--- src/rtl/pl2_exec.sv ---
// pl2_exec: execute stage of a two-stage RV32IM pipeline.
// It combines a single-cycle ALU, a single-cycle multiplier and an optional
// iterative restoring divider. Build with M_EXT_DIV_EN defined to include
// the divider. Without it, DIV/DIVU/REM/REMU return 0 and o_stall is tied low.

package pl2_exec_pkg;
  typedef enum logic [1:0] {
    L_S_BYTE = 2'd0,
    L_S_HALF = 2'd1,
    L_S_WORD = 2'd2
  } l_s_sel_t;

  localparam logic [3:0] ALU_ADD    = 4'd0;
  localparam logic [3:0] ALU_SUB    = 4'd1;
  localparam logic [3:0] ALU_SLL    = 4'd2;
  localparam logic [3:0] ALU_SLT    = 4'd3;
  localparam logic [3:0] ALU_SLTU   = 4'd4;
  localparam logic [3:0] ALU_XOR    = 4'd5;
  localparam logic [3:0] ALU_SRL    = 4'd6;
  localparam logic [3:0] ALU_SRA    = 4'd7;
  localparam logic [3:0] ALU_OR     = 4'd8;
  localparam logic [3:0] ALU_AND    = 4'd9;
  localparam logic [3:0] ALU_PASS_B = 4'd10;
endpackage

module pl2_exec
  import pl2_exec_pkg::*;
(
  input  logic        i_clk,
  input  logic        i_rst,
  input  logic        i_valid,
  input  logic [31:0] i_op_a,
  input  logic [31:0] i_op_b,
  input  logic [3:0]  i_alu_op,
  input  logic        i_is_muldiv,
  input  logic [2:0]  i_muldiv_op,
  input  logic        i_mem_wr_en,
  input  logic        i_mem_rd_en,
  input  logic [31:0] i_mem_wr_val,
  input  l_s_sel_t    i_l_s_sel_val,
  input  logic [4:0]  i_rd_addr,
  output logic [31:0] o_alu_out_val,
  output logic        o_mem_wr_en,
  output logic        o_mem_rd_en,
  output logic [31:0] o_mem_wr_val,
  output l_s_sel_t    o_l_s_sel_val,
  output logic [4:0]  o_ff_addr,
  output logic        o_stall
);

  logic [4:0]  shamt;
  logic [31:0] alu_res;
  logic        mul_a_sgn;
  logic        mul_b_sgn;
  logic [63:0] mul_a;
  logic [63:0] mul_b;
  logic [63:0] product;
  logic [31:0] mul_res;
  logic [31:0] div_res;
  logic [31:0] exec_res;
  logic        accept;

  assign shamt = i_op_b[4:0];

  // ALU result for the integer base operations.
  // NOTE: every combinational output gets a default first so no path can infer a latch.
  always_comb begin
    alu_res = 32'd0;
    case (i_alu_op)
      ALU_ADD:    alu_res = i_op_a + i_op_b;
      ALU_SUB:    alu_res = i_op_a - i_op_b;
      ALU_SLL:    alu_res = i_op_a << shamt;
      ALU_SLT:    alu_res = {31'd0, $signed(i_op_a) < $signed(i_op_b)};
      ALU_SLTU:   alu_res = {31'd0, i_op_a < i_op_b};
      ALU_XOR:    alu_res = i_op_a ^ i_op_b;
      ALU_SRL:    alu_res = i_op_a >> shamt;
      ALU_SRA:    alu_res = $unsigned($signed(i_op_a) >>> shamt);
      ALU_OR:     alu_res = i_op_a | i_op_b;
      ALU_AND:    alu_res = i_op_a & i_op_b;
      ALU_PASS_B: alu_res = i_op_b;
      default:    alu_res = 32'd0;
    endcase
  end

  // Multiplier: sign-extend each operand to 64 bits as the op requires; the
  // low 64 bits of the product are then exact for every signedness mix.
  always_comb begin
    mul_a_sgn = (i_muldiv_op[1:0] != 2'd3);
    mul_b_sgn = (i_muldiv_op[1] == 1'b0);
    mul_a     = {{32{mul_a_sgn & i_op_a[31]}}, i_op_a};
    mul_b     = {{32{mul_b_sgn & i_op_b[31]}}, i_op_b};
    product   = mul_a * mul_b;
    mul_res   = (i_muldiv_op[1:0] == 2'd0) ? product[31:0] : product[63:32];
  end

`ifdef M_EXT_DIV_EN
  typedef enum logic {IDLE, BUSY} div_state_t;

  div_state_t  state;
  div_state_t  state_next;
  logic [4:0]  count;
  logic [31:0] rem_q;
  logic [31:0] quo_q;
  logic [31:0] dvs_q;
  logic        neg_quo_q;
  logic        neg_rem_q;

  logic        is_div;
  logic        div_signed;
  logic        div_is_rem;
  logic        div_special;
  logic        div_start;
  logic [31:0] div_special_res;
  logic [31:0] a_abs;
  logic [31:0] b_abs;
  logic [32:0] rem_shift;
  logic        step_ge;
  logic [31:0] rem_step;
  logic [31:0] quo_step;
  logic [31:0] quo_fix;
  logic [31:0] rem_fix;

  // Decode the divide op and resolve the cases that finish in one cycle.
  always_comb begin
    is_div      = i_is_muldiv & i_muldiv_op[2];
    div_signed  = ~i_muldiv_op[0];
    div_is_rem  = i_muldiv_op[1];
    div_special = (i_op_b == 32'd0) ||
                  (div_signed && i_op_a == 32'h8000_0000 && i_op_b == 32'hFFFF_FFFF);
    div_start   = i_valid & is_div & ~div_special;
    if (i_op_b == 32'd0)
      div_special_res = div_is_rem ? i_op_a : 32'hFFFF_FFFF;
    else
      div_special_res = div_is_rem ? 32'd0 : 32'h8000_0000;
    a_abs = (div_signed && i_op_a[31]) ? (32'd0 - i_op_a) : i_op_a;
    b_abs = (div_signed && i_op_b[31]) ? (32'd0 - i_op_b) : i_op_b;
  end

  // One restoring step: shift the next dividend bit in and subtract if it fits.
  // Bit 32 of the shifted remainder alone already proves it exceeds the divisor.
  always_comb begin
    rem_shift = {rem_q, quo_q[31]};
    step_ge   = rem_shift[32] | (rem_shift[31:0] >= dvs_q);
    rem_step  = step_ge ? (rem_shift[31:0] - dvs_q) : rem_shift[31:0];
    quo_step  = {quo_q[30:0], step_ge};
    quo_fix   = neg_quo_q ? (32'd0 - quo_step) : quo_step;
    rem_fix   = neg_rem_q ? (32'd0 - rem_step) : rem_step;
    if (state == BUSY)
      div_res = div_is_rem ? rem_fix : quo_fix;
    else
      div_res = div_special_res;
  end

  // Divider next state and stall; the last step (count 31) runs unstalled.
  always_comb begin
    state_next = state;
    o_stall    = 1'b0;
    case (state)
      IDLE: begin
        if (div_start) begin
          o_stall    = 1'b1;
          state_next = BUSY;
        end
      end
      BUSY: begin
        if (count == 5'd31) state_next = IDLE;
        else                o_stall    = 1'b1;
      end
      default: state_next = IDLE;
    endcase
  end

  // Divider control state; reset abandons any divide in flight.
  // NOTE: sequential state uses non-blocking assignments so every flop samples pre-edge values.
  always_ff @(posedge i_clk) begin
    if (i_rst) begin
      state <= IDLE;
      count <= 5'd0;
    end else begin
      state <= state_next;
      if (state == BUSY) count <= count + 5'd1;
      else               count <= 5'd0;
    end
  end

  // Divider datapath; never observed outside BUSY, so it carries no reset.
  always_ff @(posedge i_clk) begin
    if (state == IDLE) begin
      rem_q     <= 32'd0;
      quo_q     <= a_abs;
      dvs_q     <= b_abs;
      neg_quo_q <= div_signed & (i_op_a[31] ^ i_op_b[31]);
      neg_rem_q <= div_signed & i_op_a[31];
    end else begin
      rem_q <= rem_step;
      quo_q <= quo_step;
    end
  end
`else
  assign div_res = 32'd0;
  assign o_stall = 1'b0;
`endif

  assign exec_res = i_is_muldiv ? (i_muldiv_op[2] ? div_res : mul_res) : alu_res;
  assign accept   = i_valid & ~o_stall;

  // Output register: a bubble on reset, on an idle slot or while stalled.
  always_ff @(posedge i_clk) begin
    if (i_rst || !accept) begin
      o_alu_out_val <= 32'd0;
      o_mem_wr_en   <= 1'b0;
      o_mem_rd_en   <= 1'b0;
      o_mem_wr_val  <= 32'd0;
      o_l_s_sel_val <= L_S_BYTE;
      o_ff_addr     <= 5'd0;
    end else begin
      o_alu_out_val <= exec_res;
      o_mem_wr_en   <= i_mem_wr_en;
      o_mem_rd_en   <= i_mem_rd_en;
      o_mem_wr_val  <= i_mem_wr_val;
      o_l_s_sel_val <= i_l_s_sel_val;
      o_ff_addr     <= i_rd_addr;
    end
  end

endmodule
--- config.mk ---
export PLATFORM = sky130hd
export DESIGN_NAME = pl2_exec
export DESIGN_NICKNAME = d
export VERILOG_FILES = /design/src/rtl/pl2_exec.sv
export SDC_FILE = /design/constraint.sdc
export NUM_CORES = 2
export LEC_CHECK = 0
export CAP_MARGIN = 20
export CORE_MARGIN = 2
export CORE_UTILIZATION = 55
export CTS_CLUSTER_DIAMETER = 50
export DETAILED_ROUTE_END_ITERATION = 6
export PLACE_DENSITY = 0.84
export SYNTH_ARGS = -nofsm -noshare
export SYNTH_HDL_FRONTEND = slang
export SYNTH_SLANG_ARGS = --single-unit
--- constraint.sdc ---
create_clock -name i_clk -period 18.87 [get_ports i_clk]
set_clock_uncertainty 0.2 [all_clocks]
set_input_delay 5.661 -clock i_clk [delete_from_list [all_inputs] [get_ports i_clk]]
set_output_delay 5.661 -clock i_clk [all_outputs]
set_load 0.005 [all_outputs]
# --- After elaboration in Yosys (flattened, before gate mapping) ---
# Index checks and enable logic that the tools add are counted.
totals:
  input_bits: 116
  out_inout_bits: 74
  elab_cells: 39
  ff_bits: 73
classes:
  bitwise: 6
  n_mux: 4
  n_mul: 1
  n_reduce_logical: 4
  add_sub_neg: 2
  eq_ne: 11
  n_lt_le_gt_ge: 2
  shifts: 3
op_table:
  columns: ["cell", "n"]
  rows:
  - ["one-hot mux 32 bit (11 select lines)", 1]
  - ["2-to-1 mux 32 bit", 3]
  - ["< comparator 32 bit", 2]
  - ["multiplier 33 x 33 -> 64 bit", 1]
  - ["adder 32 bit", 1]
  - ["AND 32 bit", 1]
  - ["OR 32 bit", 1]
  - ["<< shifter 32 x 5 -> 32 bit", 1]
  - ["right shift 32 x 5 -> 32 bit", 1]
  - [">>> shifter 32 x 5 -> 32 bit", 1]
  - ["subtractor 32 bit", 1]
  - ["XOR 32 bit", 1]
  - ["equality test 4 x 3 -> 1 bit (second input constant)", 4]
  - ["equality test 4 bit (second input constant)", 3]
  - ["equality test 4 x 2 -> 1 bit (second input constant)", 2]
  - ["equality test 4 x 1 -> 1 bit (second input constant)", 1]
  - ["logical NOT 4 bit", 1]
  - ["AND 1 bit", 2]
  - ["logical NOT 2 bit", 1]
  - ["inequality test 2 bit (second input constant)", 1]
  - ["logical NOT 1 bit", 1]
  - ["logical OR 1 bit", 1]
  - ["inverter 1 bit", 1]

# --- Depth between registers and ports, before layout ---
depth:
  word_depth: 6
  mapped_depth: 34
  mapped_depth_nobuf: 29

# --- Worst setup path before layout ---
# Ideal clock, no wire load.
synth_timing:
  path_kind: "input to register"
  from: "input port i_op_b[3]"
  to: "register o_alu_out_val[29]"
  slack_ns: 4.493
  arrival_ns: 14.053
  cell_stages: 30
  setup_ns: 0.124
  path_cell_list: "clkbuf_1 -> clkbuf_1 -> clkbuf_1 -> clkbuf_1 -> nand3_1 -> fa_1 -> fa_1 -> inv_1 -> fa_1 -> inv_1 -> fa_1 -> inv_1 -> fa_1 -> fa_1 -> fa_1 -> inv_1 -> fa_1 -> inv_1 -> ha_1 -> clkbuf_1 -> o21a_1 -> o21a_1 -> o21ai_0 -> a32oi_1 -> or3_1 -> o21ai_1 -> nor2_1 -> o21ai_0 -> mux2i_1 -> a2111o_1"
synth_via:
  elab_chain_len: 4
synth_lines:
  columns: ["element", "line_no", "source"]
  rows:
  - ["start, declared", "33", "input logic [31:0] i_op_b,"]
  - ["multiplier 33 x 33 -> 64 bit", "92", "product = mul_a * mul_b;"]
  - ["2-to-1 mux 32 bit", "93", "mul_res = (i_muldiv_op[1:0] == 2'd0) ? product[31:0] : product[63:32];"]
  - ["2-to-1 mux 32 bit", "204", "assign exec_res = i_is_muldiv ? (i_muldiv_op[2] ? div_res : mul_res) : alu_res;"]
  - ["2-to-1 mux 32 bit (*)", "204", null]
  - ["end signal, assigned", "217", "o_alu_out_val <= exec_res;"]
  - ["end, declared", "42", "output logic [31:0] o_alu_out_val,"]
# Every way passes the cells marked *; elsewhere a longest branch is shown, timed or not.
# A chain may end at the register's enable or synchronous reset.

# --- Worst setup path after layout ---
layout_timing:
  from: "input port i_op_a[18]"
  to: "register o_alu_out_val[13]"
layout_via:
  elab_chain_len: 4
layout_lines:
  columns: ["element", "line_no", "source"]
  rows:
  - ["start, declared", "32", "input logic [31:0] i_op_a,"]
  - ["multiplier 33 x 33 -> 64 bit", "92", null]
  - ["2-to-1 mux 32 bit", "93", null]
  - ["2-to-1 mux 32 bit", "204", null]
  - ["2-to-1 mux 32 bit (*)", "204", null]
# Marked as above.

==> flow_summary.rst <==
.. list-table::
   :header-rows: 1

   * - Metric
     - Value
   * - Top FF cell, synth
     - dfxtp_1
   * - Proportion of synthesized chip area in sequential cells
     - 3.02%
   * - Quantity of hold-fixing buffers added after cts
     - 0
   * - Final HPWL DP
     - 158,000 um
   * - Worst hold path class
     - input pin to flip-flop
   * - Number of clock sinks seen by CTS
     - 73
   * - Row count
     - 108
   * - Number of instances in the synthesized netlist
     - 5,773
   * - Number of antenna diodes
     - 0
   * - Run status
     - finished with violations
   * - Violations in the final reports
     - DRC
   * - Maximum clock rate
     - 63.7 MHz
   * - Total area of sequential cells
     - 1460 um2
   * - Aggregate global-route resource usage
     - 45.3%
   * - Die span in y
     - 300 um
   * - Number of library cell types mapped by synthesis
     - 89
   * - Total length of routed wires
     - 201,000 um
   * - Number of failing hold endpoints at the final stage
     - 0
   * - Number of buffer cells added on primary ports
     - 188
   * - Number of pins exceeding their max-slew limit in the final report
     - 0
   * - Met1 track utilization from global routing
     - 57.1%
   * - First-pass GRT wire length
     - 298,000 um
   * - Worst path arrival time
     - 15,730 ps
   * - Fraction of final layout cells sized beyond drive strength 1
     - 3.78%
   * - Number of inserted filler cells in the final layout
     - 7,551
   * - Post-synthesis share of cell area spent on and, or, nand and nor gates
     - 14.7%
   * - Final Setup Violations
     - 0
   * - Antenna violations before repair
     - 7
   * - Launching instance or port of the critical path
     - i_op_a[18]
   * - Mean area per synthesized cell
     - 8.37 um2
   * - CTS root buf
     - clkbuf_16
   * - Top fanout value on the critical path
     - 35
   * - Worst path slowest cell
     - fa_1
   * - Final critical-path share of the clock period
     - 83.3%
   * - Max transition margin
     - 22.4%
   * - Most Frequent Cell on Critical Path
     - fa_1
   * - Deepest level of the CTS H-tree
     - 3
   * - Number of resized instances in the post-cts repair step
     - 0
   * - Post-Synthesis Cell Area
     - 48,300 um2
   * - Top-level I/O count
     - 190
   * - Least-Margin Pin Slew
     - 1160 ps
   * - Final setup TNS
     - 0 ps
   * - Number of buffers between clock root and the deepest sink
     - 2
   * - Share of the synthesized area in the top cell type
     - 46.7%
   * - Clock transition at path regs
     - 60 ps
   * - Die area
     - 90,200 um2
   * - Weighted congestion reported at the end of routability-driven placement
     - 1.09
   * - # Post-CTS Setup Buffers
     - 0
   * - Synthesis-to-finish area growth
     - 6.44%
   * - Area of the multi-input gates
     - 40,900 um2
   * - Drt wl/cell
     - 29.1 um
   * - Global-route track usage on met2
     - 65.1%
   * - Busiest layer in global routing
     - met2
   * - Count of nets left with antenna violations after detail routing
     - 0
   * - CTS Buf Count
     - 9
   * - Adder-cell area share of the yosys netlist
     - 54.7%
   * - Width of the die
     - 300 um
   * - Area contributors post-synth
     - fa_1 47%, inv_1 9.3%, ha_1 8.0%, nand2_1 6.7%, nor2_1 4.3%
   * - DRT Pass-1 Iters
     - 7
   * - Maximum number of pins on one net before global-route repair
     - 61
   * - Floorplan core area
     - 86,900 um2
   * - Capturing element of the worst setup path
     - o_alu_out_val[13]$_SDFF_PP0_
   * - Synth warnings
     - 0
   * - Vias per cell
     - 6.39
   * - Slowest stage delay, CP
     - 1090 ps
   * - Synthesis-stage register bit count
     - 73
   * - Clock tree from TritonCTS
     - built
   * - Dominant combinational cell family by area after synthesis
     - adder cells
   * - Fraction of synthesis flops using an asynchronous set or reset pin
     - 0%
   * - Post-Synth XOR/XNOR Area
     - 1.38%
   * - Clock period minus worst slack
     - 15,710 ps
   * - Critical path class
     - input pin to flip-flop
   * - Final-stage net count
     - 7,289
   * - Initial Util
     - 55.6%
   * - Maximum Capacitance Violations
     - 0
   * - Total number of vias
     - 44.1k
   * - Syn nets
     - 7,325
   * - Startpoint type of the worst setup path
     - input pin
   * - Aggregate global routing overflow
     - 0
   * - Most area-hungry cell type in the Yosys netlist
     - fa_1
   * - Via count of the first global-routing pass
     - 46.3k
   * - Required time of the critical path
     - 18,890 ps
   * - Worst setup EP type
     - flip-flop
   * - DRC violations left
     - 1
   * - Number of enable-type register cells in the synthesized netlist
     - 0
   * - Mux cell area share after synthesis
     - 3.10%
   * - Synthesized-area fraction occupied by ao, oa, aoi and oai cells
     - 10.7%
   * - Number of design-rule violations left by the first detailed-router iteration
     - 5,666
   * - Final worst hold slack
     - 5680 ps
   * - Setup repair after global routing missed its margin
     - no
   * - Met3 Track Usage GR
     - 13.3%
[worst max-delay path, delay by kind of cell]
family | cells | cell delay, ps
fa+ha+maj | 9 | 4770
buf+inv | 10 | 2300
compound gates | 5 | 1490
simple gates | 4 | 940
xor+xnor | 1 | 520
[cells in the mapped netlist, types with 17 or more instances]
cell	instances
inv_1	1203
nand4_1	26
nor4_1	17
nor2b_1	20
nor3_1	61
nand2b_1	34
a21oi_1	212
xnor2_1	49
a22oi_1	18
nor2_1	550
o21ai_0	175
buf_1	89
fa_1	1127
a211o_1	18
nand3_1	44
ha_1	309
dfxtp_1	73
clkinv_1	20
a31oi_1	25
buf_2	21
a211oi_1	25
xor2_1	27
mux2i_1	61
nand2_1	867
mux4_2	36
a221oi_1	28
o31ai_1	17
and2_1	53
clkbuf_1	235
o21bai_1	21
a21o_1	37
o211ai_1	33
o22ai_1	29
[through the flow]
stage,cells,setup WS [ps],cell area [um2],utilization [%]
finish,6896,3160,51400,59.2
global route,6896,3130,51400,59.2
CTS,6896,3750,51400,59.2
detailed placement,6881,3430,51100,58.9
global placement,6880,3570,51100,58.8
floorplan,5773,4490,48300,-
[placed cells by master (no fill, tap or decap), drive strengths merged, types with 11 or more instances in the layout]
| master | count |
|---|---|
| a211o | 18 |
| a211oi | 26 |
| a21boi | 12 |
| a21o | 37 |
| a21oi | 213 |
| a221o | 13 |
| a221oi | 30 |
| a22oi | 18 |
| a31oi | 26 |
| and2 | 54 |
| and3 | 14 |
| buf | 126 |
| clkdlybuf4s50 | 179 |
| clkinv | 24 |
| dfxtp | 73 |
| fa | 1127 |
| ha | 309 |
| inv | 1204 |
| mux2i | 61 |
| mux4 | 36 |
| nand2 | 867 |
| nand2b | 34 |
| nand3 | 44 |
| nand4 | 26 |
| nor2 | 550 |
| nor2b | 20 |
| nor3 | 61 |
| nor4 | 17 |
| o2111ai | 11 |
| o211ai | 33 |
| o21a | 14 |
| o21ai | 179 |
| o21bai | 21 |
| o221ai | 12 |
| o22ai | 29 |
| o31ai | 18 |
| or3 | 15 |
| xnor2 | 49 |
| xor2 | 27 |
[sequential cells by signal, summed over array words and instances, names as in the netlist]
| name | flops |
|---|---|
| o_alu_out_val | 32 |
| o_mem_rd_en | 1 |
| o_l_s_sel_val | 2 |
| o_ff_addr | 5 |
| o_mem_wr_en | 1 |
| o_mem_wr_val | 32 |
[worst min-delay path by stage]
| stage | from | endpoint | slack (ps) | cells past startpoint |
|---|---|---|---|---|
| finish | i_mem_wr_val[11] | o_mem_wr_val[11]$_SDFF_PP0_ | 5680 | 2 |
| global route | i_mem_wr_val[31] | o_mem_wr_val[31]$_SDFF_PP0_ | 5690 | 2 |
| CTS | i_mem_wr_val[9] | o_mem_wr_val[9]$_SDFF_PP0_ | 5680 | 2 |
| detailed placement | i_mem_wr_val[9] | o_mem_wr_val[9]$_SDFF_PP0_ | 6030 | 2 |
| global placement | i_mem_wr_val[26] | o_mem_wr_val[26]$_SDFF_PP0_ | 6030 | 2 |
| floorplan | i_rd_addr[0] | o_ff_addr[0]$_SDFF_PP0_ | 5580 | 1 |
[layout make-up]
| cell class | count | share of cell area (%) |
|---|---|---|
| Multi-Input combinational cell | 4123 | 79.5 |
| Clock buffer | 10 | 0.465 |
| Timing Repair Buffer | 305 | 5.31 |
| Inverter | 1225 | 8.94 |
| Sequential cell | 73 | 2.84 |
| Clock inverter | 5 | 0.109 |
| Tap cell | 1155 | 2.81 |
[kinds of logic (layout without fill, tap and decap cells)]
logic type      count (synthesis)  count (layout)
fa+ha+maj                    1436            1436
xor+xnor                       76              76
mux                           104             104
compound gates                784             784
other cells                     1               1
flops                          73              73
simple gates                 1722            1722
buf+inv                      1577            1545
[metal layers]
layer / vias up / routed length [um]
met5: - / 84
met4: 12 / 21000
li1: 17600 / -
met1: 21800 / 68900
met2: 3636 / 82700
met3: 980 / 28200
Power is left out: the tool's default activity adds up to more than one toggle a clock period on the data nets, which glitch-free logic cannot reach.
